[src/rtl/mem_wb_pipe.sv]
// MEM->WB pipeline register: LANES write-back slots moved as one bundle behind a
// valid/ready handshake, with a one-entry skid so WB back-pressure never loses data.
module mem_wb_pipe #(
  parameter int DATA_W          = 32,
  parameter int ADDR_W          = 5,
  parameter int LANES           = 1,
  parameter int ZERO_REG_SQUASH = 1
) (
  input  logic                      clk,
  input  logic                      rst,
  input  logic                      flush,
  input  logic                      mem_valid,
  output logic                      mem_ready,
  input  logic [LANES*DATA_W-1:0]   mem_wdata,
  input  logic [LANES*ADDR_W-1:0]   mem_wd,
  input  logic [LANES-1:0]          mem_wreg,
  output logic                      wb_valid,
  input  logic                      wb_ready,
  output logic [LANES*DATA_W-1:0]   wb_wdata,
  output logic [LANES*ADDR_W-1:0]   wb_wd,
  output logic [LANES-1:0]          wb_wreg,
  output logic                      skid_full
);

  typedef enum logic [1:0] {
    ST_EMPTY = 2'd0,
    ST_ONE   = 2'd1,
    ST_FULL  = 2'd2
  } state_t;

  state_t                    state_q, state_d;
  logic [LANES*DATA_W-1:0]   out_wdata_q, out_wdata_d;
  logic [LANES*ADDR_W-1:0]   out_wd_q, out_wd_d;
  logic [LANES-1:0]          out_wreg_q, out_wreg_d;
  logic [LANES*DATA_W-1:0]   skid_wdata_q, skid_wdata_d;
  logic [LANES*ADDR_W-1:0]   skid_wd_q, skid_wd_d;
  logic [LANES-1:0]          skid_wreg_q, skid_wreg_d;

  logic                      accept;
  logic                      retire;
  logic [LANES-1:0]          in_wreg;

  // A lane targeting r0 is kept but can never write when squashing is enabled.
  function automatic logic [LANES-1:0] squash_wreg(
    input logic [LANES*ADDR_W-1:0] wd,
    input logic [LANES-1:0]        wreg
  );
    logic [LANES-1:0] res;
    res = wreg;
    for (int i = 0; i < LANES; i++) begin
      if ((ZERO_REG_SQUASH != 0) && (wd[i*ADDR_W +: ADDR_W] == '0)) begin
        res[i] = 1'b0;
      end
    end
    return res;
  endfunction

  always_comb begin
    in_wreg   = squash_wreg(mem_wd, mem_wreg);
    wb_valid  = (state_q != ST_EMPTY);
    skid_full = (state_q == ST_FULL);
    mem_ready = (state_q != ST_FULL);
    accept    = mem_valid & mem_ready;
    retire    = wb_valid & wb_ready;
    wb_wdata  = out_wdata_q;
    wb_wd     = out_wd_q;
    wb_wreg   = out_wreg_q & {LANES{wb_valid}};
  end

  always_comb begin
    state_d      = state_q;
    out_wdata_d  = out_wdata_q;
    out_wd_d     = out_wd_q;
    out_wreg_d   = out_wreg_q;
    skid_wdata_d = skid_wdata_q;
    skid_wd_d    = skid_wd_q;
    skid_wreg_d  = skid_wreg_q;
    if (flush) begin
      state_d = ST_EMPTY;
    end else begin
      case (state_q)
        ST_EMPTY: begin
          if (accept) begin
            state_d     = ST_ONE;
            out_wdata_d = mem_wdata;
            out_wd_d    = mem_wd;
            out_wreg_d  = in_wreg;
          end
        end
        ST_ONE: begin
          if (accept && retire) begin
            out_wdata_d = mem_wdata;
            out_wd_d    = mem_wd;
            out_wreg_d  = in_wreg;
          end else if (accept) begin
            // OUT still holds the older bundle; the newcomer waits behind it.
            state_d      = ST_FULL;
            skid_wdata_d = mem_wdata;
            skid_wd_d    = mem_wd;
            skid_wreg_d  = in_wreg;
          end else if (retire) begin
            state_d = ST_EMPTY;
          end
        end
        ST_FULL: begin
          if (retire) begin
            state_d     = ST_ONE;
            out_wdata_d = skid_wdata_q;
            out_wd_d    = skid_wd_q;
            out_wreg_d  = skid_wreg_q;
          end
        end
        default: state_d = ST_EMPTY;
      endcase
    end
  end

  always_ff @(posedge clk or posedge rst) begin
    if (rst) begin
      state_q      <= ST_EMPTY;
      out_wdata_q  <= '0;
      out_wd_q     <= '0;
      out_wreg_q   <= '0;
      skid_wdata_q <= '0;
      skid_wd_q    <= '0;
      skid_wreg_q  <= '0;
    end else begin
      state_q      <= state_d;
      out_wdata_q  <= out_wdata_d;
      out_wd_q     <= out_wd_d;
      out_wreg_q   <= out_wreg_d;
      skid_wdata_q <= skid_wdata_d;
      skid_wd_q    <= skid_wd_d;
      skid_wreg_q  <= skid_wreg_d;
    end
  end

endmodule

[config.mk]
export PLATFORM = sky130hd
export DESIGN_NAME = mem_wb_pipe
export DESIGN_NICKNAME = d
export VERILOG_FILES = /design/src/rtl/mem_wb_pipe.sv
export SDC_FILE = /design/constraint.sdc
export NUM_CORES = 1
export LEC_CHECK = 0
export ABC_AREA = 1
export CAP_MARGIN = 10
export CELL_PAD_IN_SITES_DETAIL_PLACEMENT = 1
export CELL_PAD_IN_SITES_GLOBAL_PLACEMENT = 2
export CORE_AREA = 3 3 127 129
export CTS_CLUSTER_DIAMETER = 200
export CTS_CLUSTER_SIZE = 12
export DETAILED_ROUTE_END_ITERATION = 8
export DIE_AREA = 0 0 130 132
export MAX_ROUTING_LAYER = met4
export PLACE_DENSITY = 0.72
export SLEW_MARGIN = 20
export SYNTH_ARGS = -nofsm -noshare
export SYNTH_HDL_FRONTEND = slang
export SYNTH_SLANG_ARGS = --single-unit
[constraint.sdc]
create_clock -name clk -period 4.75 [get_ports clk]
set_input_delay 0.95 -clock clk [delete_from_list [all_inputs] [get_ports clk]]
set_output_delay 0.95 -clock clk [all_outputs]
set_load 0.1 [all_outputs]
* Word-level counts from Yosys, hierarchy flattened
Cells that the tools add are included.
** Operators by class
- Eq/ne operators :: 10
- Muxes and demuxes :: 20
- Bitwise gates (word level) :: 5
- Reductions and logical operators :: 8
** Operator list (count)
- 32-bit two-way mux :: 3
- 32-bit one-hot mux with 3 select lines :: 1
- 5-bit two-way mux :: 3
- 5-bit one-hot mux with 3 select lines :: 1
- 2-bit two-way mux :: 6
- 4-bit AND reduction :: 2
- 2-bit != test, second input constant :: 3
- 3-bit != test, second input constant :: 2
- 2-bit one-hot mux with 3 select lines :: 1
- 5-bit zero test :: 1
- 5-bit AND reduction :: 1
- 1-bit two-way mux :: 4
- 4-bit != test, second input constant :: 1
- 1-bit AND :: 3
- 3-bit by 2-bit != test with 1-bit output, second input constant :: 1
- 1-bit one-hot mux with 3 select lines :: 1
- 3-bit nonzero test :: 1
- 2-bit by 1-bit equality test with 1-bit output, second input constant :: 1
- 2-bit equality test, second input constant :: 1
- 2-bit zero test :: 1
- 2-bit by 1-bit != test with 1-bit output, second input constant :: 1
- 1-bit inverter :: 2
- 2-bit nonzero test :: 1
- 1-bit logical AND :: 1
** Storage, ports and cells
- Register bits after elaboration :: 78
- Input port bits :: 43
- Output and inout port bits :: 41
- Logic and storage cells :: 50

* Logic depth before layout (Yosys ltp)
Gate-level depths: netlist of run 1.
- Depth in word-level cells :: 7
- Depth in mapped cells :: 10
- Gate-level depth less buffers :: 8

* Worst setup path after synthesis of run 1
No wires, ideal clock.
- Path type :: register to output
- From :: reg state_q[0]
- To :: out wb_wreg
- Arrival :: 1717 ps
- Path slack :: 2083 ps
- Stages on the path, launching flop included :: 3
- Cells stage by stage :: dfrtp_1 nor2_1 nor2_1
** On the way
- Word-level cells in the longest chain between the ends :: 2
** RTL lines
- start: declaration :: RTL line 31 : state_t state_q, state_d;
- start signal: assignment :: RTL line 128 : state_q <= state_d;
- 2-bit nonzero test :: RTL line 60 : wb_valid = (state_q != ST_EMPTY);
- 1-bit AND :: RTL line 67 : wb_wreg = out_wreg_q & {LANES{wb_valid}};
- end: declaration :: RTL line 21 : output logic [LANES-1:0] wb_wreg,
Every way passes these cells.

* Final worst setup path of run 1
- From :: reg state_q[1]
- To :: out mem_ready
** On the way
- Word-level cells in the longest chain between the ends :: 1
** RTL lines
- 2-bit != test :: RTL line 62 : mem_ready = (state_q != ST_FULL);
- end: declaration :: RTL line 13 : output logic mem_ready,
Every way passes these cells.

==> results of run 1 <==
==> routing by layer <==
layer | share of wire | vias to the layer above | wire length, µm
met5 | 0 | - | 0
met4 | 0.014 | 0 | 142
met3 | 0.047 | 12 | 463
met2 | 0.49 | 60 | 4850
met1 | 0.45 | 1517 | 4440
li1 | - | 1544 | -
==> registers in the layout (all words and copies together), names as in the netlist <==
signal        cells
skid_wd_q         5
out_wreg_q        1
wb_wd             5
skid_wreg_q       1
skid_wdata_q     32
state_q           2
wb_wdata         32
==> kinds of logic (layout without fill, tap and decap cells) <==
family,after synthesis,in the layout,synth area share
buffers and inverters,75,151,0.104
flip-flops,78,78,0.542
AO/OA/AOI/OAI,76,76,0.106
AND/OR/NAND/NOR,218,218,0.248
==> layout make-up <==
cell class	count	area [µm²]
inverters	47	179
clock buffers	14	294
repair buffers	88	866
well taps	188	235
fillers	1778	10300
multi-input cells	294	1270
flip-flops and latches	78	1950
clock inverters	2	60.1
==> power by group <==
group	switching (mW)	internal (mW)	leakage (nW)
logic	1.49	0.430	1.36
registers	0.126	0.966	0.908
clock network	0.271	0.532	0.175
total	1.88	1.93	2.44
==> metrics by stage <==
| stage | util | worst slack [ns] | cell area (µm²) |
|---|---|---|---|
| 2_1_floorplan | - | 1.80 | 3600 |
| 3_3_place_gp | 0.297 | 1.69 | 4500 |
| 3_5_place_dp | 0.297 | 1.63 | 4500 |
| 4_1_cts | 0.321 | 1.30 | 4860 |
| 5_1_grt | 0.321 | 0.944 | 4860 |
| 6_report | 0.321 | 1.26 | 4860 |
==> synthesized netlist by cell type <==
master / instances
sky130_fd_sc_hd__nand2_1: 132
sky130_fd_sc_hd__a21oi_1: 34
sky130_fd_sc_hd__inv_1: 44
sky130_fd_sc_hd__nor2_2: 2
sky130_fd_sc_hd__clkbuf_1: 10
sky130_fd_sc_hd__dfrtp_1: 78
sky130_fd_sc_hd__o21ai_1: 5
sky130_fd_sc_hd__nand3_2: 2
sky130_fd_sc_hd__nand4_1: 1
sky130_fd_sc_hd__o21ai_0: 37
sky130_fd_sc_hd__buf_6: 9
sky130_fd_sc_hd__nand2_2: 1
sky130_fd_sc_hd__nand3_1: 42
sky130_fd_sc_hd__inv_2: 3
sky130_fd_sc_hd__nor2_1: 38
sky130_fd_sc_hd__buf_4: 5
sky130_fd_sc_hd__buf_2: 4
==> tightest hold or removal path, delay by kind of cell (launching register included) <==
| family | cells | cell delay [ns] |
|---|---|---|
| DFF | 1 | 0.34 |
| and+or+nand+nor | 2 | 0.10 |
==> final timing paths <==
path | from | end | slack, ns | depth (start not counted)
min in group asynchronous | rst | wb_wdata[1] | 1.11 | 2
max in group asynchronous | rst | wb_wdata[17] | 2.73 | 3
worst min-delay path | wb_wdata[31] | wb_wdata[31] | 0.47 | 2
worst min register to register | wb_wdata[31] | wb_wdata[31] | 0.47 | 2
worst max register to register | state_q[1] | wb_wdata[11] | 2.33 | 6
worst max-delay path | state_q[1] | mem_ready | 1.26 | 4
==> results_dict.tcl, run 1 <==
set metrics [dict create \
    insertedDiodeCount 0 \
    end_kind "output port" \
    type_of_element_launching_the_critical_path "flop" \
    syn-cell-area_um2 3600 \
    port_buffer_count 83 \
    fmaxAchievable_mhz 286 \
    final.period_utilization 0.735 \
    clkTransAtPathRegs_ns 0.06 \
    ioPinCount 84 \
    status "complete, no violations" \
    worst-endpoint-arrival_ns 2.54 \
    synth_cell_type_count 17 \
    cts_htree_levels 3 \
    ctsLongestPathBuffers 2 \
    max_slew.worst_pin.slew_ns 1.02 \
    max-slew-margin-rel 0.317 \
    grt.busiest_layer "met2" \
    vias 3133 \
    layout-drive-gt1-share 0.0593 \
    start_util 0.238 \
    detail_route.vias_per_cell 4.41 \
    post_synthesis_cells 447 \
    cts_tree "yes" \
    whs_ns 0.469 \
    timing.critical_path.max_delay_family "buffers and inverters" \
    synth_top_cells_by_area "sky130_fd_sc_hd__dfrtp_1, sky130_fd_sc_hd__nand2_1, sky130_fd_sc_hd__nand3_1" \
    post_cts_resized 0 \
    synthDominantCellAreaShare 0.542 \
    routed_wl_um 9900 \
    drt-pass1-iter-count 4 \
    rsz0062_at_grt "false" \
    report.final.hold_viol_count 0 \
    drt_first_iter_violations 124 \
    grt_pass1_wl_um 16500 \
    setup_violations 0 \
    timing.final.max_slew_violations 0 \
    grt_util_met2 0.201 \
    postSynthNetCount 490 \
    pwr_density_nw_per_um2 784 \
    clkLatencyLatePin_ns 0.34 \
    drtAntennaViolNets 0 \
    grt_max_degree 69 \
    post-cts-setup-buffers 0 \
    worst_ep_required_time_ns 3.80 \
    num_rows 45 \
    grt_overflow 0 \
    post-synth-top-area-cell "sky130_fd_sc_hd__dfrtp_1" \
    final.min_clock_period_ns 3.49 \
    cp.buffers_inverters 3 \
    max_cap_violations 0 \
    most_used_cells_in_the_layout_excluding_fill_and_tap_cells "sky130_fd_sc_hd__nand2_1, sky130_fd_sc_hd__clkdlybuf4s50_1, sky130_fd_sc_hd__dfrtp_1" \
    slowest_delay_ns 0.80 \
    final_nets 561 \
    global_route_usage_over_all_layers 0.126 \
    grt_pass1_vias 3270 \
    drc_markers 0 \
    tritoncts.num_buffers 9 \
    finClkSkew_ns 0.00329 \
    synthesis.area_per_instance_um2 8.05 \
    avgRoutedWirePerCell_um 13.9 \
    place.detailed.instances 695 \
    clock-root-buffer "sky130_fd_sc_hd__clkbuf_16" \
    seq_area_frac_synth 0.542 \
    final_cell_count_no_fill 711 \
    final_common_cell "sky130_fd_sc_hd__nand2_1" \
    grt_util_met3 0.0429 \
    path_max_fanout 68 \
    timing.hold.worst.class "flop to flop" \
    die_width_um 130 \
    yosysWarningCount 0 \
    ys_seq_elements 78 \
    die-height_um 132 \
    design.die.area_um2 17200 \
    max-vdd-ir-drop_v 0.000322 \
    floorplan.core_area_um2 15100 \
    post_detail_place_hpwl_um 6490 \
    slowest_cp_cell "sky130_fd_sc_hd__clkinv_2" \
    grt_util_met1 0.149 \
    place_congestion 0.764 \
    fin_total_pwr_mw 3.81 \
    postCtsHoldBufs 0 \
    area_growth_pct 35.0 \
    crit_path_cell_trace "inv_1, nor2_2, clkinv_2, buf_4" \
    worstSetupPathType "flop to output port" \
    numClockSinks 78 \
    cellLeakagePower_nw 2.44 \
    setup-tns-final_ns 0 \
    number_of_antenna_violations_at_the_first_check_in_global_routing 0 \
]
Power figures use the tool's default switching activity.
==> run 2: changes to the inputs <==
- PLACE_DENSITY: 0.72 -> 0.74
- clock period: 4.75 -> 3.15 ns (I/O delays scaled with it)
==> results_dict.tcl, run 2 (synthesis results as in run 1) <==
set metrics [dict create \
    routed_wl_um 10200 \
    clock-root-buffer "sky130_fd_sc_hd__clkbuf_16" \
    place_congestion 0.701 \
    max_cap_violations 0 \
    detail_route.vias_per_cell 4.42 \
    port_buffer_count 83 \
    type_of_element_launching_the_critical_path "flop" \
    drtAntennaViolNets 0 \
    critPathLaunch "state_q[1]" \
    n_fill_cell 1810 \
    max_slew.worst_pin.slew_ns 0.832 \
    cp.buffers_inverters 4 \
    crit_path_cell_trace "inv_1, nor2_2, buf_4, inv_2, buf_12" \
    ctsLongestPathBuffers 2 \
    die_width_um 130 \
    path_max_fanout 22 \
    cts_htree_levels 3 \
    holdCritStartpoint "wb_wdata[16]" \
    die-height_um 132 \
    area_growth_pct 31.0 \
    ioPinCount 84 \
    max-vdd-ir-drop_v 0.000543 \
    grt_max_degree 50 \
    final.period_utilization 0.707 \
    final_nets 563 \
    final_instance_area_um2 4720 \
    max-slew-margin-rel 0.444 \
    end_kind "output port" \
    slowest_cp_cell "sky130_fd_sc_hd__dfrtp_1" \
    r2r_start "state_q[1]" \
    worst-endpoint-arrival_ns 1.60 \
    grt_pass1_vias 3338 \
    floorplan.core_area_um2 15100 \
    report.final.hold_viol_count 0 \
    global_route_usage_over_all_layers 0.130 \
    insertedDiodeCount 0 \
    layout-drive-gt1-share 0.134 \
    drt-pass1-iter-count 4 \
    final_common_cell "sky130_fd_sc_hd__nand2_1" \
    grt_pass1_wl_um 17100 \
    vias 3149 \
    number_of_antenna_violations_at_the_first_check_in_global_routing 0 \
    final.min_clock_period_ns 2.23 \
    rsz0062_at_grt "false" \
    timing.critical_path.max_delay_family "buffers and inverters" \
    drt_first_iter_violations 176 \
    worst_ep_required_time_ns 2.52 \
    start_util 0.238 \
    fmaxAchievable_mhz 449 \
    placed_area_um2 4450 \
    grt_overflow 0 \
    design.die.area_um2 17200 \
    setup_violations 0 \
    avgRoutedWirePerCell_um 14.3 \
    tritoncts.num_buffers 9 \
    numClockSinks 78 \
    post-cts-setup-buffers 0 \
    most_used_cells_in_the_layout_excluding_fill_and_tap_cells "sky130_fd_sc_hd__nand2_1, sky130_fd_sc_hd__dfrtp_1, sky130_fd_sc_hd__buf_4" \
    status "complete, no violations" \
    fin_total_pwr_mw 5.44 \
    finClkSkew_ns 0.00249 \
    whs_ns 0.479 \
    timing.final.max_slew_violations 0 \
    clkLatencyLatePin_ns 0.34 \
    postCtsHoldBufs 0 \
    cellLeakagePower_nw 2.47 \
    post_detail_place_hpwl_um 6660 \
    post_cts_resized 0 \
    timing.hold.worst.class "flop to flop" \
    slowest_delay_ns 0.42 \
    pwr_density_nw_per_um2 1150 \
    drc_markers 0 \
    setup-tns-final_ns 0 \
    worstSetupPathType "flop to output port" \
    num_rows 45 \
    clkTransAtPathRegs_ns 0.05 \
    cts_tree "yes" \
]
[run 2: cell types whose count changed in the layout (fill, tap and decap cells not counted)]
cell	before	now
sky130_fd_sc_hd__clkbuf_1	0	3
sky130_fd_sc_hd__buf_12	0	2
sky130_fd_sc_hd__buf_4	6	46
sky130_fd_sc_hd__nand2_2	1	2
sky130_fd_sc_hd__clkbuf_8	5	2
sky130_fd_sc_hd__clkdlybuf4s50_1	82	42
sky130_fd_sc_hd__inv_2	2	3
sky130_fd_sc_hd__nand2_1	132	131
sky130_fd_sc_hd__bufinv_16	2	0
[run 2: path summary, 6_finish.rpt]
check	endpoint	slack [ns]	depth (start not counted)
hold / removal	wb_wdata[16]	0.48	2
setup / recovery	mem_ready	0.92	5
setup reg to reg	wb_wdata[14]	1.17	9
max in group asynchronous	skid_wdata_q[29]	1.79	3
hold reg to reg	wb_wdata[16]	0.48	2
min in group asynchronous	skid_wdata_q[0]	0.69	2
[run 2: final cells by class]
class / count / area (µm²) / area share
clock buffers: 14 / 264 / 0.0560
inverters: 47 / 178 / 0.0377
clock inverters: 1 / 5.00 / 0.00106
repair buffers: 90 / 806 / 0.171
well taps: 188 / 235 / 0.0499
multi-input cells: 294 / 1280 / 0.271
flip-flops and latches: 78 / 1950 / 0.414
[run 2: stage by stage]
step                      worst slack (ns)  utilization  instances
after detailed placement             0.589        0.294        697
final                                0.924        0.311        712
after CTS                            0.880        0.311        712
after global placement               0.658        0.294        697
after global routing                 0.733        0.311        712
after floorplan                      0.525            -        447
[run 2: power by group]
group / internal [mW] / switching, mW
sequential: 1.46 / 0.212
clock: 0.572 / 0.387
combinational: 0.571 / 2.25
total: 2.60 / 2.84
[run 2: per-layer routing]
metal / GRT usage / share of wire / routed length [µm]
met1: 0.160 / 0.46 / 4640
met3: 0.0462 / 0.060 / 605
met5: - / 0 / 0
met4: 0.0329 / 0.011 / 113
met2: 0.205 / 0.47 / 4800
[run 2: tightest hold or removal path, stage by stage (launching register included)]
cell and delay (ns):
sky130_fd_sc_hd__dfrtp_1 0.35, sky130_fd_sc_hd__nand2_1 0.05, sky130_fd_sc_hd__nand2_1 0.04
==> run 3: changes to the inputs <==
- PLACE_DENSITY: 0.74 -> 0.72
- clock period: 3.15 -> 2.13 ns (I/O delays scaled with it)
==> results_dict.tcl, run 3 (synthesis results as in run 1) <==
set metrics [dict create \
    max_cap_violations 0 \
    max-vdd-ir-drop_v 0.00115 \
    die_width_um 130 \
    final.period_utilization 0.902 \
    grt_pass1_wl_um 16700 \
    whs_ns 0.473 \
    ioPinCount 84 \
    post-cts-setup-buffers 0 \
    clkLatencyLatePin_ns 0.34 \
    r2r.worst_path.cells 8 \
    finClkSkew_ns 0.00594 \
    placed_area_um2 4600 \
    drc_markers 0 \
    setup-tns-final_ns 0 \
    cellLeakagePower_nw 2.57 \
    slowest_cp_cell "sky130_fd_sc_hd__dfrtp_1" \
    clkTransAtPathRegs_ns 0.06 \
    worst-endpoint-arrival_ns 1.50 \
    place_congestion 0.754 \
    max-slew-margin-rel 0.661 \
    max_slew.worst_pin.slew_ns 0.509 \
    drt_first_iter_violations 112 \
    port_buffer_count 83 \
    fmaxAchievable_mhz 520 \
    postCtsHoldBufs 0 \
    met2_wirelength_um 4800 \
    detail_route.vias_per_cell 4.40 \
    setup_violations 0 \
    routed_wl_um 10100 \
    vias 3176 \
    worst_hold_path.num_cells 2 \
    wl_met1_um 4690 \
    post_detail_place_hpwl_um 6970 \
    end_kind "output port" \
    insertedDiodeCount 0 \
    pwr_density_nw_per_um2 1710 \
    floorplan.core_area_um2 15100 \
    cts_tree "yes" \
    layout-drive-gt1-share 0.152 \
    area_growth_pct 37.1 \
    tritoncts.num_buffers 9 \
    grt_max_degree 41 \
    start_util 0.238 \
    grt_pass1_vias 3377 \
    clock-root-buffer "sky130_fd_sc_hd__clkbuf_16" \
    top_layer_used "met4" \
    slowest_delay_ns 0.42 \
    drt-pass1-iter-count 4 \
    worstSetupPathType "flop to output port" \
    post_cts_resized 0 \
    worst_ep_required_time_ns 1.70 \
    die-height_um 132 \
    status "complete, no violations" \
    final_nets 571 \
    avgRoutedWirePerCell_um 14.0 \
    final_common_cell "sky130_fd_sc_hd__nand2_1" \
    final.min_clock_period_ns 1.92 \
    design.die.area_um2 17200 \
    report.final.hold_viol_count 0 \
    num_rows 45 \
    grt_overflow 0 \
    met3_length_um 439 \
    type_of_element_launching_the_critical_path "flop" \
    numClockSinks 78 \
    timing.final.max_slew_violations 0 \
    crit_path_cell_trace "inv_1, nor2_2, inv_2, buf_12" \
    most_used_cells_in_the_layout_excluding_fill_and_tap_cells "sky130_fd_sc_hd__nand2_1, sky130_fd_sc_hd__dfrtp_1, sky130_fd_sc_hd__buf_4" \
    path_max_fanout 23 \
    ctsLongestPathBuffers 2 \
    number_of_antenna_violations_at_the_first_check_in_global_routing 0 \
    final_instance_area_um2 4930 \
    drtAntennaViolNets 0 \
    global_route_usage_over_all_layers 0.128 \
    cts_htree_levels 3 \
    timing.hold.worst.class "flop to flop" \
    rsz0062_at_grt "false" \
]
run 3: power breakdown:
part	switching, mW	internal (mW)	total, mW
logic	3.33	0.925	4.26
clock network	0.621	1.12	1.74
registers	0.299	2.15	2.45
run 3: worst paths after layout:
path	endpoint	startpoint	slack [ns]
max in group asynchronous	skid_wdata_q[18]	rst	1.15
max	mem_ready	state_q[1]	0.21
max reg2reg	wb_wdata[6]	state_q[1]	0.54
min	wb_wdata[10]	wb_wdata[10]	0.47
min in group asynchronous	skid_wdata_q[1]	rst	0.48
min reg2reg	wb_wdata[10]	wb_wdata[10]	0.47
run 3: per-layer routing:
layer,up-vias,track usage
met5,-,-
met4,0,0.0410
met3,14,0.0361
met2,56,0.201
met1,1543,0.158
li1,1563,-
run 3: area by class of cell:
| cell class | instances | area [µm²] |
|---|---|---|
| clock buffers | 13 | 270 |
| inverters | 47 | 180 |
| repair buffers | 98 | 953 |
| multi-input cells | 294 | 1280 |
| flip-flops and latches | 78 | 1950 |
| well taps | 188 | 235 |
| clock inverters | 3 | 65.1 |
| fillers | 1776 | 10200 |
run 3: stage by stage:
step / util / setup WS (ns) / power, mW / instances
after floorplan: - / 0.449 / 5.74 / 447
final: 0.326 / 0.208 / 8.45 / 721
after global routing: 0.326 / 0.105 / 8.93 / 721
after detailed placement: 0.304 / 0.159 / 6.80 / 705
after global placement: 0.304 / 0.222 / 6.72 / 705
after CTS: 0.326 / 0.171 / 8.59 / 721
run 3: worst max-delay path, delay by kind of cell, from the launching register on:
kind          cells  cell delay [ns]
buf+inv           3             0.69
flops             1             0.42
simple gates      1             0.05
